==> src/rtl/countdown_timer.sv <==
// Countdown timer with a prescaled tick, pause/hold, optional auto-reload at
// terminal count and a one-cycle done pulse. Three-state FSM: IDLE, RUN, HOLD.
`timescale 1ns/1ps

module countdown_timer #(
    parameter int unsigned WIDTH    = 8,
    parameter int unsigned PRESCALE = 1
) (
    input  logic             clock,
    input  logic             reset,
    input  logic             load,
    input  logic [WIDTH-1:0] load_value,
    input  logic             start,
    input  logic             pause,
    input  logic             auto_reload,
    output logic [WIDTH-1:0] count,
    output logic             busy,
    output logic             done
);

    localparam int unsigned PW = (PRESCALE > 1) ? $clog2(PRESCALE) : 1;
    localparam logic [PW-1:0] PRESC_LAST = PW'(PRESCALE - 1);

    typedef enum logic [1:0] {
        IDLE = 2'd0,
        RUN  = 2'd1,
        HOLD = 2'd2
    } state_t;

    state_t           state_q, state_d;
    logic [WIDTH-1:0] count_q, count_d;
    logic [WIDTH-1:0] reload_q, reload_d;
    logic [PW-1:0]    presc_q, presc_d;
    logic             done_q, done_d;

    // State and datapath registers; reset clears everything asynchronously.
    always_ff @(posedge clock or negedge reset) begin
        if (!reset) begin
            state_q  <= IDLE;
            count_q  <= '0;
            reload_q <= '0;
            presc_q  <= '0;
            done_q   <= 1'b0;
        end else begin
            state_q  <= state_d;
            count_q  <= count_d;
            reload_q <= reload_d;
            presc_q  <= presc_d;
            done_q   <= done_d;
        end
    end

    // Next-state logic: load overrides everything, then start/pause, then the tick.
    always_comb begin
        state_d  = state_q;
        count_d  = count_q;
        reload_d = reload_q;
        presc_d  = presc_q;
        done_d   = 1'b0;

        if (load) begin
            count_d  = load_value;
            reload_d = load_value;
            presc_d  = '0;
            state_d  = IDLE;
        end else begin
            unique case (state_q)
                IDLE: begin
                    if (start && (count_q != '0)) begin
                        state_d = RUN;
                        presc_d = '0;
                    end
                end
                RUN: begin
                    if (pause) begin
                        state_d = HOLD;
                    end else if (presc_q == PRESC_LAST) begin
                        presc_d = '0;
                        if (count_q == WIDTH'(1)) begin
                            done_d = 1'b1;
                            if (auto_reload) begin
                                count_d = reload_q;
                            end else begin
                                count_d = '0;
                                state_d = IDLE;
                            end
                        end else if (count_q != '0) begin
                            count_d = count_q - WIDTH'(1);
                        end
                    end else begin
                        presc_d = presc_q + PW'(1);
                    end
                end
                HOLD: begin
                    if (!pause) begin
                        state_d = RUN;
                    end
                end
                default: begin
                    state_d = IDLE;
                end
            endcase
        end
    end

    // Outputs are taken straight from registered state.
    always_comb begin
        count = count_q;
        busy  = (state_q == RUN) || (state_q == HOLD);
        done  = done_q;
    end

endmodule

==> config.mk <==
export PLATFORM = sky130hd
export DESIGN_NAME = countdown_timer
export DESIGN_NICKNAME = d
export VERILOG_FILES = /design/src/rtl/countdown_timer.sv
export SDC_FILE = /design/constraint.sdc
export NUM_CORES = 1
export LEC_CHECK = 0
export CORE_ASPECT_RATIO = 0.7
export CORE_UTILIZATION = 40
export DETAILED_ROUTE_END_ITERATION = 12
export GPL_TIMING_DRIVEN = 0
export SETUP_SLACK_MARGIN = 0.5
export SYNTH_ARGS = -nofsm -noshare
export SYNTH_HDL_FRONTEND = slang
export SYNTH_SLANG_ARGS = --single-unit
==> constraint.sdc <==
create_clock -name clock -period 2.6 [get_ports clock]
set_clock_uncertainty 0.05 [all_clocks]
set_input_delay 0.26 -clock clock [delete_from_list [all_inputs] [get_ports clock]]
set_output_delay 0.26 -clock clock [all_outputs]
set_load 0.05 [all_outputs]
==> flow_metrics.py <==
metrics = {
    "floorplan": {
        "rows": 16,
        "die-area_um2": 3410,
        "die-height_um": 49.1,
        "ios": 24,
        "initial_core_util": 0.438,
        "die_x_um": 69.3,
        "core-area_um2": 2900,
    },
    "yosys": {
        "netlist_instances": 137,
        "avgSynthCellArea_um2": 9.27,
        "synth_compound_area_frac": 0.218,
        "synthSimpleGateAreaFrac": 0.224,
        "syn-cell-area_um2": 1270,
        "synth_mux_area_frac": 0.0443,
        "synthAdderAreaFrac": 0.0690,
        "synth_nets": 158,
        "yosysSeqAreaShare": 0.374,
        "synthXorXnorAreaFrac": 0.00690,
        "synth_area_leaders": "dfrtp_1 (37%), ha_1 (6.9%), inv_1 (4.4%), nand2_1 (3.5%), a41oi_1 (2.8%)",
        "synth_top_family_by_area": "simple AND/OR/NAND/NOR gates",
        "synth_edf_count": 0,
        "synthDistinctLibCells": 46,
        "synth_top_area_share": 0.374,
        "synth_flop_cell": "dfrtp_1",
        "synthArstFlopShare": 1.00,
        "synth_top_area_cell": "dfrtp_1",
        "synth_warnings": 0,
        "synth_seq_cells": 19,
    },
    "detailed_routing": {
        "drc": 0,
        "via_count": 1142,
        "avgViaCountPerCell": 5.65,
        "ant_nets": 0,
        "drtIter0Drc": 68,
        "wl_um": 3140,
        "wire_per_inst_um": 15.5,
        "drtPass1Iterations": 4,
    },
    "cts": {
        "clock-sinks": 19,
        "cts_buffer_depth": 2,
        "insertion_delay_ns": 0.26,
        "h-tree-depth": 1,
        "cts_tree": "built",
        "clkTransAtPathRegs_ns": 0.08,
        "cts_made_buffers": 3,
        "cts_root_buffer": "clkbuf_8",
        "hold_buffers": 0,
    },
    "placed_design": {
        "place_congestion": 0.794,
        "dpl_worst_slack_ns": 0.317,
        "dp_hpwl_um": 2260,
        "io_buffers": 22,
    },
    "timing": {
        "clock.fmax_mhz": 474,
        "max-slew-margin-rel": 0.402,
        "fin_crit_ns": 2.11,
        "setup_ws_ns": 0.488,
        "period_share": 0.812,
        "final_hold_viol_count": 0,
        "drv_slew": 0,
        "setup_violations": 0,
        "setup_tns_ns": 0,
        "worstMarginPinSlew_ns": 0.894,
        "grt_setup_unrepaired": "yes",
    },
    "worst_hold_path": {
        "hold_start": "auto_reload",
        "hold_path.class": "in2reg",
        "min_path_cells": 3,
        "hold_path_end": "count[1]",
    },
    "setup_path": {
        "critical_path_class": "reg2reg",
        "critPathBufInv": 2,
        "worst_path_max_delay_cell": "or4b_4",
        "reg2reg_depth": 7,
        "crit_family": "simple AND/OR/NAND/NOR gates",
        "r2r_start": "count[1]",
        "r2r-end": "state_q[0]",
        "worstPathCellList": "inv_2 -> ha_4 -> or4b_4 -> buf_6 -> o31ai_4 -> o311ai_4 -> mux2_4",
        "critical_path_arrival_ns": 2.21,
        "critPathMaxStageDelay_ns": 0.46,
        "worstPathMaxFanout": 5,
        "required_ns": 2.70,
        "r2r_slack_ns": 0.49,
        "cp-start-kind": "flip-flop",
        "endpoint_kind": "flip-flop",
    },
    "cells_and_area": {
        "drive_above_1_share": 0.145,
        "diodes": 0,
        "final_common_cell": "clkdlybuf4s50_1",
        "final_cell_mix": "clkdlybuf4s50_1 (21), dfrtp_1 (17), inv_1 (14)",
        "final_core_util": 0.571,
        "syn_to_final_growth_pct": 30.5,
        "nets": 188,
    },
    "global_route": {
        "grt_usage": 0.196,
        "grt_pass1_wl_um": 5270,
        "grt_start_max_net_pins": 20,
        "overflow": 0,
        "grt_antenna_before_repair": 0,
        "grt_pass1_vias": 1038,
    },
    "pwr": {
        "irDropWorstVdd_mv": 0.296,
        "power.density_nw_per_um2": 693,
        "leakage_nw": 0.718,
        "p_total_mw": 1.15,
    },
    "outcome": {
        "outcome": "complete, no violations",
    },
    "run": {
        "cap_violations": 0,
    },
}
==> power breakdown <==
group	total (mW)	switching [mW]	internal, mW	leakage [nW]
logic	0.533	0.321	0.212	0.464
clock network	0.213	0.103	0.109	0.0228
registers	0.403	0.0626	0.340	0.231
total	1.15	0.486	0.662	0.718
==> sequential cells by signal, summed over array words and instances (netlist names) <==
register,count
done,1
state_q,2
count,8
reload_q,8
==> worst max path at each step <==
stage	startpoint	cells past startpoint	endpoint
floorplan	count[1]	7	state_q[0]
global placement	load	4	reload_q[7]
detailed placement	load	4	reload_q[7]
CTS	count[1]	7	state_q[0]
global route	count[1]	7	state_q[0]
finish	count[1]	7	state_q[0]
==> what timing repair did <==
item / in CTS / in global routing
endpoints found under the setup margin: 6 / 5
cloned: 0 / 0
resized for setup: 2 / 8
pin swaps: 1 / 1
buffers inserted: 2 / 1
==> Yosys cell counts, types with 4 or more instances <==
library cell  number
nand2b_1           5
dfrtp_1           19
clkbuf_1           4
nor3_1             4
a21oi_1            5
inv_1             15
nor2_1             6
o21ai_0            5
ha_1               7
o2bb2ai_1          4
nand2_1           12
a41oi_1            4
==> metal layers <==
metal  up-vias  wire length (um)  global-route usage  share of wire
met4         0                 8              0.0306         0.0026
met2        32              1290               0.270           0.41
met1       546              1680               0.309           0.53
met5         -                 0                   0              0
met3         2               160              0.0475          0.051
li1        562                 -                   -              -
==> cell families after synthesis <==
kind of cell | count (synthesis)
adder cells (fa/ha/maj) | 7
XOR/XNOR | 1
flip-flops | 19
multiplexers | 5
buffers and inverters | 21
AO/OA/AOI/OAI | 35
AND/OR/NAND/NOR | 49
==> cell type report <==
type,instances,area (um^2)
fill,251,1240
multi-input combinational,97,758
sequential,19,478
timing repair buffer,25,241
inverter,15,56.3
clock buffer,4,45.0
tap,36,45.0
buffer,6,33.8
==> tightest hold or removal path: cells and delay by family <==
kind,cells,cell delay [ns]
AND/OR/NAND/NOR,1,0.09
AO/OA/AOI/OAI,1,0.08
buffers and inverters,1,0.17
==> per-stage QoR <==
step / area (um^2) / instances / hold WS (ns)
floorplan: 1300 / 137 / -0.0856
global placement: 1560 / 195 / 0.424
detailed placement: 1560 / 195 / 0.429
CTS: 1630 / 201 / 0.329
global route: 1660 / 202 / 0.353
finish: 1660 / 202 / 0.325
Note: power is estimated with default switching activity, not from simulation.
